`src/rtl/alert_trigger_gen_if.sv`:
```
// Bundle of the raw sensor inputs and the set/clear/status outputs of alert_trigger_gen.
// The slave modport is the trigger generator; the master modport is whatever drives the raw inputs.
interface alert_trigger_gen_if #(
    parameter int CNT_W = 8
);
    logic             sensor_raw;
    logic             ack_raw;
    logic             arm_raw;
    logic             a;
    logic             b;
    logic [1:0]       state;
    logic [CNT_W-1:0] trig_cnt;

    modport master (
        output sensor_raw, ack_raw, arm_raw,
        input  a, b, state, trig_cnt
    );

    modport slave (
        input  sensor_raw, ack_raw, arm_raw,
        output a, b, state, trig_cnt
    );
endinterface

```
`src/rtl/alert_trigger_gen.sv`:
```
// Synchronizes and debounces sensor/ack/arm, runs the arm/exit-delay/trigger FSM and
// emits one-cycle, mutually exclusive set (a) and clear (b) pulses for alert_module.
module alert_trigger_gen #(
    parameter int DEBOUNCE_CYCLES = 4,
    parameter int ARM_DELAY       = 8,
    parameter int CNT_W           = 8
) (
    input logic              clk,
    input logic              rst,
    alert_trigger_gen_if.slave bus
);
    localparam int DB_W = (DEBOUNCE_CYCLES > 1) ? $clog2(DEBOUNCE_CYCLES) : 1;
    localparam int EX_W = (ARM_DELAY > 1) ? $clog2(ARM_DELAY) : 1;
    localparam logic [DB_W-1:0] DB_LAST = DB_W'(DEBOUNCE_CYCLES - 1);
    localparam logic [EX_W-1:0] EX_LOAD = EX_W'(ARM_DELAY - 1);

    typedef enum logic [1:0] {
        DISARMED  = 2'd0,
        ARMING    = 2'd1,
        ARMED     = 2'd2,
        TRIGGERED = 2'd3
    } state_t;

    // Bit 0 sensor, bit 1 ack, bit 2 arm.
    logic [2:0] raw;
    logic [2:0] stable;

    assign raw = {bus.arm_raw, bus.ack_raw, bus.sensor_raw};

    genvar gi;
    generate
        for (gi = 0; gi < 3; gi++) begin : g_in
            logic            sync1_reg;
            logic            sync2_reg;
            logic            stable_reg;
            logic [DB_W-1:0] db_cnt_reg;

            always_ff @(posedge clk or negedge rst) begin
                if (!rst) begin
                    sync1_reg  <= 1'b0;
                    sync2_reg  <= 1'b0;
                    stable_reg <= 1'b0;
                    db_cnt_reg <= '0;
                end else begin
                    sync1_reg <= raw[gi];
                    sync2_reg <= sync1_reg;
                    if (sync2_reg == stable_reg) begin
                        db_cnt_reg <= '0;
                    end else if (db_cnt_reg == DB_LAST) begin
                        stable_reg <= sync2_reg;
                        db_cnt_reg <= '0;
                    end else begin
                        db_cnt_reg <= db_cnt_reg + DB_W'(1);
                    end
                end
            end

            assign stable[gi] = stable_reg;
        end
    endgenerate

    logic stable_sensor;
    logic stable_ack;
    logic stable_arm;
    logic ack_prev_reg;
    logic ack_rise;

    assign stable_sensor = stable[0];
    assign stable_ack    = stable[1];
    assign stable_arm    = stable[2];
    assign ack_rise      = stable_ack & ~ack_prev_reg;

    state_t           state_reg;
    state_t           state_next;
    logic [EX_W-1:0]  exit_reg;
    logic [EX_W-1:0]  exit_next;
    logic             a_reg;
    logic             b_reg;
    logic             a_next;
    logic             b_next;
    logic [CNT_W-1:0] cnt_reg;

    always_ff @(posedge clk or negedge rst) begin
        if (!rst) begin
            state_reg    <= DISARMED;
            exit_reg     <= '0;
            a_reg        <= 1'b0;
            b_reg        <= 1'b0;
            cnt_reg      <= '0;
            ack_prev_reg <= 1'b0;
        end else begin
            state_reg    <= state_next;
            exit_reg     <= exit_next;
            a_reg        <= a_next;
            b_reg        <= b_next;
            ack_prev_reg <= stable_ack;
            if (a_next && (cnt_reg != {CNT_W{1'b1}})) begin
                cnt_reg <= cnt_reg + CNT_W'(1);
            end
        end
    end

    // Arm-drop is checked first in every armed state so it always wins.
    always_comb begin
        state_next = state_reg;
        exit_next  = exit_reg;
        case (state_reg)
            DISARMED: begin
                if (stable_arm) begin
                    state_next = ARMING;
                    exit_next  = EX_LOAD;
                end
            end
            ARMING: begin
                if (!stable_arm) begin
                    state_next = DISARMED;
                end else if (exit_reg == '0) begin
                    state_next = ARMED;
                end else begin
                    exit_next = exit_reg - EX_W'(1);
                end
            end
            ARMED: begin
                if (!stable_arm) begin
                    state_next = DISARMED;
                end else if (stable_sensor) begin
                    state_next = TRIGGERED;
                end
            end
            TRIGGERED: begin
                if (!stable_arm) begin
                    state_next = DISARMED;
                end else if (ack_rise) begin
                    state_next = ARMED;
                end
            end
            default: state_next = DISARMED;
        endcase
    end

    always_comb begin
        a_next = 1'b0;
        b_next = 1'b0;
        case (state_reg)
            ARMED: begin
                b_next = ~stable_arm;
                a_next = stable_arm & stable_sensor;
            end
            TRIGGERED: begin
                b_next = ~stable_arm | ack_rise;
            end
            default: begin
                a_next = 1'b0;
                b_next = 1'b0;
            end
        endcase
    end

    assign bus.a        = a_reg;
    assign bus.b        = b_reg;
    assign bus.state    = state_reg;
    assign bus.trig_cnt = cnt_reg;
endmodule

```
`src/flat_wrapper.sv`:
```
// flat-port wrapper written by rule: the top's interface ports become plain ports
module alert_trigger_gen_flat 
#(
    parameter int DEBOUNCE_CYCLES = 4,
    parameter int ARM_DELAY       = 8,
    parameter int CNT_W           = 8
)
  (clk, rst, bus_sensor_raw, bus_ack_raw, bus_arm_raw, bus_a, bus_b, bus_state, bus_trig_cnt);
  alert_trigger_gen_if #(.CNT_W(CNT_W)) bus_i ();
  input logic clk;
  input logic rst;
  input wire logic [$bits(bus_i.sensor_raw)-1:0] bus_sensor_raw;
  input wire logic [$bits(bus_i.ack_raw)-1:0] bus_ack_raw;
  input wire logic [$bits(bus_i.arm_raw)-1:0] bus_arm_raw;
  output wire logic [$bits(bus_i.a)-1:0] bus_a;
  output wire logic [$bits(bus_i.b)-1:0] bus_b;
  output wire logic [$bits(bus_i.state)-1:0] bus_state;
  output wire logic [$bits(bus_i.trig_cnt)-1:0] bus_trig_cnt;
  assign bus_i.sensor_raw = bus_sensor_raw;
  assign bus_i.ack_raw = bus_ack_raw;
  assign bus_i.arm_raw = bus_arm_raw;
  assign bus_a = bus_i.a;
  assign bus_b = bus_i.b;
  assign bus_state = bus_i.state;
  assign bus_trig_cnt = bus_i.trig_cnt;
  alert_trigger_gen #(.DEBOUNCE_CYCLES(DEBOUNCE_CYCLES), .ARM_DELAY(ARM_DELAY), .CNT_W(CNT_W)) u_core (.clk(clk), .rst(rst), .bus(bus_i));
endmodule
```
`config.mk`:
```
export PLATFORM = sky130hd
export DESIGN_NAME = alert_trigger_gen_flat
export DESIGN_NICKNAME = d
export VERILOG_FILES = /design/src/rtl/alert_trigger_gen_if.sv /design/src/rtl/alert_trigger_gen.sv /design/src/flat_wrapper.sv
export SDC_FILE = /design/constraint.sdc
export NUM_CORES = 1
export LEC_CHECK = 0
export BUFFER_PORTS_ARGS = -buffer_cell sky130_fd_sc_hd__buf_2
export CORE_UTILIZATION = 50
export DETAILED_ROUTE_END_ITERATION = 8
export PLACE_DENSITY = 0.73
export SLEW_MARGIN = 20
export SYNTH_ARGS = -nofsm -noshare
export SYNTH_HDL_FRONTEND = slang
export SYNTH_SLANG_ARGS = --single-unit
```
`constraint.sdc`:
```
create_clock -name clk -period 3.75 [get_ports clk]
set_input_delay 1.125 -clock clk [delete_from_list [all_inputs] [get_ports clk]]
set_output_delay 1.125 -clock clk [all_outputs]
set_load 0.01 [all_outputs]
```
* After elaboration in Yosys (flattened, before gate mapping)
Cells that the tools add are included.
** Cells by class
- Multiplexer cells :: 20
- Reductions and logical operators :: 9
- Add/subtract/negate cells :: 5
- Bitwise logic cells :: 8
- Eq/ne operators :: 16
** Operator list (number)
- 2-bit 2-to-1 mux :: 13
- 2-bit == test, second input constant :: 5
- 3-bit 2-to-1 mux :: 3
- 8-bit by 1-bit adder with 8-bit output, second input constant :: 1
- 8-bit inequality test, second input constant :: 1
- 2-bit one-hot mux with 4 select lines :: 1
- 4-bit AND reduction :: 2
- 2-bit by 1-bit adder with 2-bit output, second input constant :: 3
- 3-bit inequality test, second input constant :: 2
- 3-bit one-hot mux with 2 select lines :: 1
- 2-bit AND reduction :: 3
- 1-bit NOT :: 5
- 2-bit by 1-bit inequality test with 1-bit output, second input constant :: 2
- 1-bit == test :: 3
- 3-bit zero test :: 1
- 3-bit by 2-bit inequality test with 1-bit output, second input constant :: 1
- 3-bit by 1-bit subtractor with 3-bit output, second input constant :: 1
- 1-bit bitwise AND :: 2
- 2-bit by 1-bit == test with 1-bit output, second input constant :: 1
- 2-bit zero test :: 1
- 2-bit inequality test, second input constant :: 1
- 1-bit one-hot mux with 2 select lines :: 1
- 2-bit nonzero test :: 1
- 1-bit logical AND :: 1
- 2 further kinds :: 2
** Word-level totals
- Register bits :: 31
- Bits of input ports :: 5
- Output and inout port bits :: 12
- Logic and storage cells :: 76

* Logic depth before layout (Yosys ltp)
- Depth after elaboration :: 5
- Depth in mapped cells :: 6
- Gate-level depth less buffers :: 6

* Worst setup path before layout
No wires, ideal clock.
- Path kind :: reg-to-output
- Start :: reg u_core.cnt_reg[3] (netlist: u_core.bus.trig_cnt[3])
- End :: out bus_trig_cnt[3]
- Cell stages (with the launch flop) :: 1
- Buffers on the path :: 0
- Path slack :: 2.139 ns
- Required time :: 2.625 ns
- Arrival :: 0.486 ns
- Cell sequence :: dfrtp_1
** RTL lines
- start: declaration :: RTL line alert_trigger_gen.sv:81 : logic [CNT_W-1:0] cnt_reg;
- start signal: assignment :: RTL line alert_trigger_gen.sv:98 : cnt_reg <= cnt_reg + CNT_W'(1);
- end: declaration :: RTL line flat_wrapper.sv:18 : output wire logic [$bits(bus_i.trig_cnt)-1:0] bus_trig_cnt;
No word-level cell between the ends.

* Worst setup path in the final report
- Start :: reg u_core.cnt_reg[3] (netlist: u_core.bus.trig_cnt[3])
- End :: out bus_trig_cnt[3]
No word-level cell between the ends.

==> results by stage <==
STA:
- In the finished design, the share of the clock period the worst path needs comes to 56.9%.
- The worst slew slack as a fraction of its limit is 56.6%.
- Derived from the worst setup path, the maximum achievable clock frequency is roughly 470 MHz.
- The setup TNS is 0 ps.
- The final number of hold-violating endpoints came to 0.
- The minimum clock period after layout is ~2100 ps.
- Clock skew on the completed layout was measured at 6.32 ps.
- The slew at the pin closest to its max-slew limit is 651 ps.
- The max-slew violation total from the final report is 0.
- Setup repair after global routing left no endpoint under its margin.
- Setup violations remaining at the end of the flow were counted as 0.

Final layout:
- The area growth from synthesis to layout is 12.6%.
- The post-route netlist has around a quarter of its cells at a drive strength greater than 1.
- The number of antenna diodes in the final layout is 0.
- The flip-flop count of the largest register, all copies and words added is 8.
- The net count of the finished layout is around 140.

Floorplan:
- From left edge to right edge, the die measures approximately 53 um.
- The count of boundary I/O pins is 17.
- The initial cell density of the core is 52.6%.
- The core area is 2450 sq um.
- The total number of placement rows is 18.
- The area enclosed by the die boundary is between 2000 and 3000 sq um.
- The height of the die is 52.8 um.

Hold path:
- The source of the worst hold timing path is u_core.g_in[0].sync1_reg.
- Counting instances, the worst hold path has a depth of 0.
- The min-delay analysis places its worst path in the category reg2reg.

Critical path:
- For the worst setup path, the data required time is between 2000 and 3000 ps.
- The startpoint of the worst register-to-register path is u_core.bus.state[0].
- The number of buffers and inverters on the critical path is 1.
- The worst endpoint data arrival time is 1010 ps.
- The signal on the critical path passes through buf_2.
- The maximum fanout count along the critical path is 7.
- The worst setup path category is reg2out.
- Measured in cells, the most critical reg-to-reg path has a length of 3.
- The stage delay of the slowest cell on the critical path is 510 ps.
- The startpoint class of the critical path is a register.
- STA classifies the critical path endpoint as an output pin.
- The number of logic stages on the critical path including buffering is 1.
- Among cell families on the critical path, the largest total delay comes from flip-flops.
- The slowest stage cell on the critical path is sky130_fd_sc_hd__dfrtp_1.
- The startpoint of the worst setup timing path is u_core.bus.trig_cnt[3].

Place:
- The congestion estimate from routability-driven global placement came to 0.744.
- After legalization and detailed placement, the total HPWL measured 1380 um.
- Input and output buffers added on the ports amount to 16.

Detailed routing:
- In the routed design, unresolved DRC markers number 0.
- Once detail routing completed, the nets flagged for antenna violations numbered 0.
- Dividing the detail-routed wire length by the instance count gives 12.5 um.
- Dividing the detail-routed via count by the number of cells gives 5.16.
- The first detailed-routing pass ran for 4 iterations.
- Across all layers, the routed design uses roughly 810 vias.
- The number of violations reported at the end of detailed-routing iteration 0 is 24.
- The sum of routed wire length over all layers is 1950 um.

Power:
- The worst-case IR drop observed on VDD is 389 uV.
- The static leakage power is 0.000733 uW.
- Power spread over the standard cell area amounts to approximately 560 nW/um^2.
- The total power after layout is 819 uW.

Synthesis:
- The sequential fraction of the synthesis area is between 60 and 70%.
- After synthesis, the largest area contributor takes up 60.1% of total cell area.
- Summing every instance area after synthesis gives 1290 sq um.
- The synthesized design spends more area on one cell type than any other, namely sky130_fd_sc_hd__dfrtp_1.
- In the synthesized netlist the async set-or-reset flop fraction comes to 100%.
- Synthesis produced a netlist with a net count of 115.
- Yosys instantiated no cell more often than sky130_fd_sc_hd__dfrtp_1.
- The number of different library cells used by synthesis comes to 27.
- The number of instances in the synthesized netlist is 104.
- A synthesized cell averages around 12 sq um.
- In this run, synthesis inferred 0 flip-flops with an integrated enable.
- The register bit count reported by yosys is 31.
- For this run, the leading register cell type out of synthesis is sky130_fd_sc_hd__dfrtp_1.
- The Yosys warning count is 0.
- In the synthesized netlist, the cells that appear most often are sky130_fd_sc_hd__dfrtp_1 (31), sky130_fd_sc_hd__nand2_1 (8), sky130_fd_sc_hd__ha_1 (6), sky130_fd_sc_hd__mux2_2 (6).
- By area the synthesized netlist is led by sky130_fd_sc_hd__dfrtp_1 (60%), sky130_fd_sc_hd__ha_1 (5.8%), sky130_fd_sc_hd__mux2_2 (5.2%), sky130_fd_sc_hd__xnor2_1 (3.4%), sky130_fd_sc_hd__nand2_1 (2.3%).

CTS:
- The maximum count of clock buffers along a single path is 2.
- The clock transition at the register clock pins on the worst setup and hold paths after CTS is 80 ps.
- The tree is rooted in a sky130_fd_sc_hd__clkbuf_4.
- The H-tree was split into 2 levels.
- Clock latency on the worst-skew pair, taken at its later pin, is 320 ps.
- TritonCTS built the clock tree.
- Post-CTS repair changed the size of 0 cells.
- The quantity of hold-fixing buffers added after cts is 0.
- The number of post-CTS setup repair buffers is 0.
- Clock tree synthesis found a total of 31 sinks.
- The number of buffers inserted during clock tree synthesis is 5.

Global routing:
- Entering global routing, the biggest net connects 32 pins.
- The initial antenna violation count was 0.
- Across every metal layer, demand over resource in global routing totals approximately 17%.
- The first global-routing pass estimated between 3000 and 4000 um of wire.
- The via count of the first global-routing pass came to 736.
- The overall overflow remaining after global route is 0.

Outcome:
- The run finished with clean final reports.

Run:
- The tool flagged a number of max-cap violations equal to 0.
==> layout make-up <==
cell class              count  area (sq um)
fillers                   200          1000
flip-flops and latches     31           776
multi-input cells          67           485
repair buffers             16          80.1
clock buffers               6          51.3
well taps                  30          37.5
inverters                   5          18.8
clock inverters             1          5.00
==> layer usage <==
layer	global-route usage [%]	up-vias	routed length, um
met4	7.89	0	30
li1	-	404	-
met2	27.2	13	935
met3	8.70	4	75
met5	0	-	0
met1	19.8	384	906
==> cells by family (layout without fill, tap and decap cells) <==
family	Yosys count	in the layout	synth area share, %
and+or+nand+nor	34	34	15.0
xor gates and xnor gates	6	6	4.07
muxes	6	6	5.23
buffers and inverters	6	28	2.33
AOI/OAI and AO/OA	15	15	7.46
DFF	31	31	60.1
adders and majority gates	6	6	5.81
==> final timing paths <==
check,to,slack [ps]
min in group asynchronous,u_core.bus.trig_cnt[4],820
worst min register to register,u_core.g_in[0].sync2_reg,350
worst max register to register,u_core.bus.trig_cnt[1],2150
worst min-delay path,u_core.g_in[0].sync2_reg,350
worst max-delay path,bus_trig_cnt[3],1620
max in group asynchronous,u_core.g_in[1].db_cnt_reg[1],2500
==> placed cells by master (no fill, tap or decap), drive strengths merged, types with 2 or more instances in the layout <==
cell type,count
xnor2,5
o21a,2
nor2b,4
dfrtp,31
a21oi,5
mux2,6
buf,16
o21ai,4
nor2,5
inv,5
nand2,8
nand3b,2
nand3,3
clkbuf,6
ha,6
a31oi,2
nor3,3
nand4,4
==> per-stage QoR <==
stage / instances / cell area [sq um] / hold slack, ps / utilization, % / worst slack [ps]
after detailed placement: 149 / 1400 / 335 / 56.9 / 1970
after global placement: 149 / 1400 / 332 / 56.9 / 2000
after CTS: 156 / 1450 / 355 / 59.2 / 1600
after floorplan: 104 / 1290 / 331 / - / 2140
after global routing: 156 / 1450 / 375 / 59.2 / 1550
final: 156 / 1450 / 353 / 59.2 / 1620
==> where the power goes <==
group          switching, uW  internal (uW)  total [uW]
Sequential              60.2            404         464
Clock                    102           86.7         189
Combinational           79.6           86.7         166
Note: power is estimated with default switching activity, not from simulation.
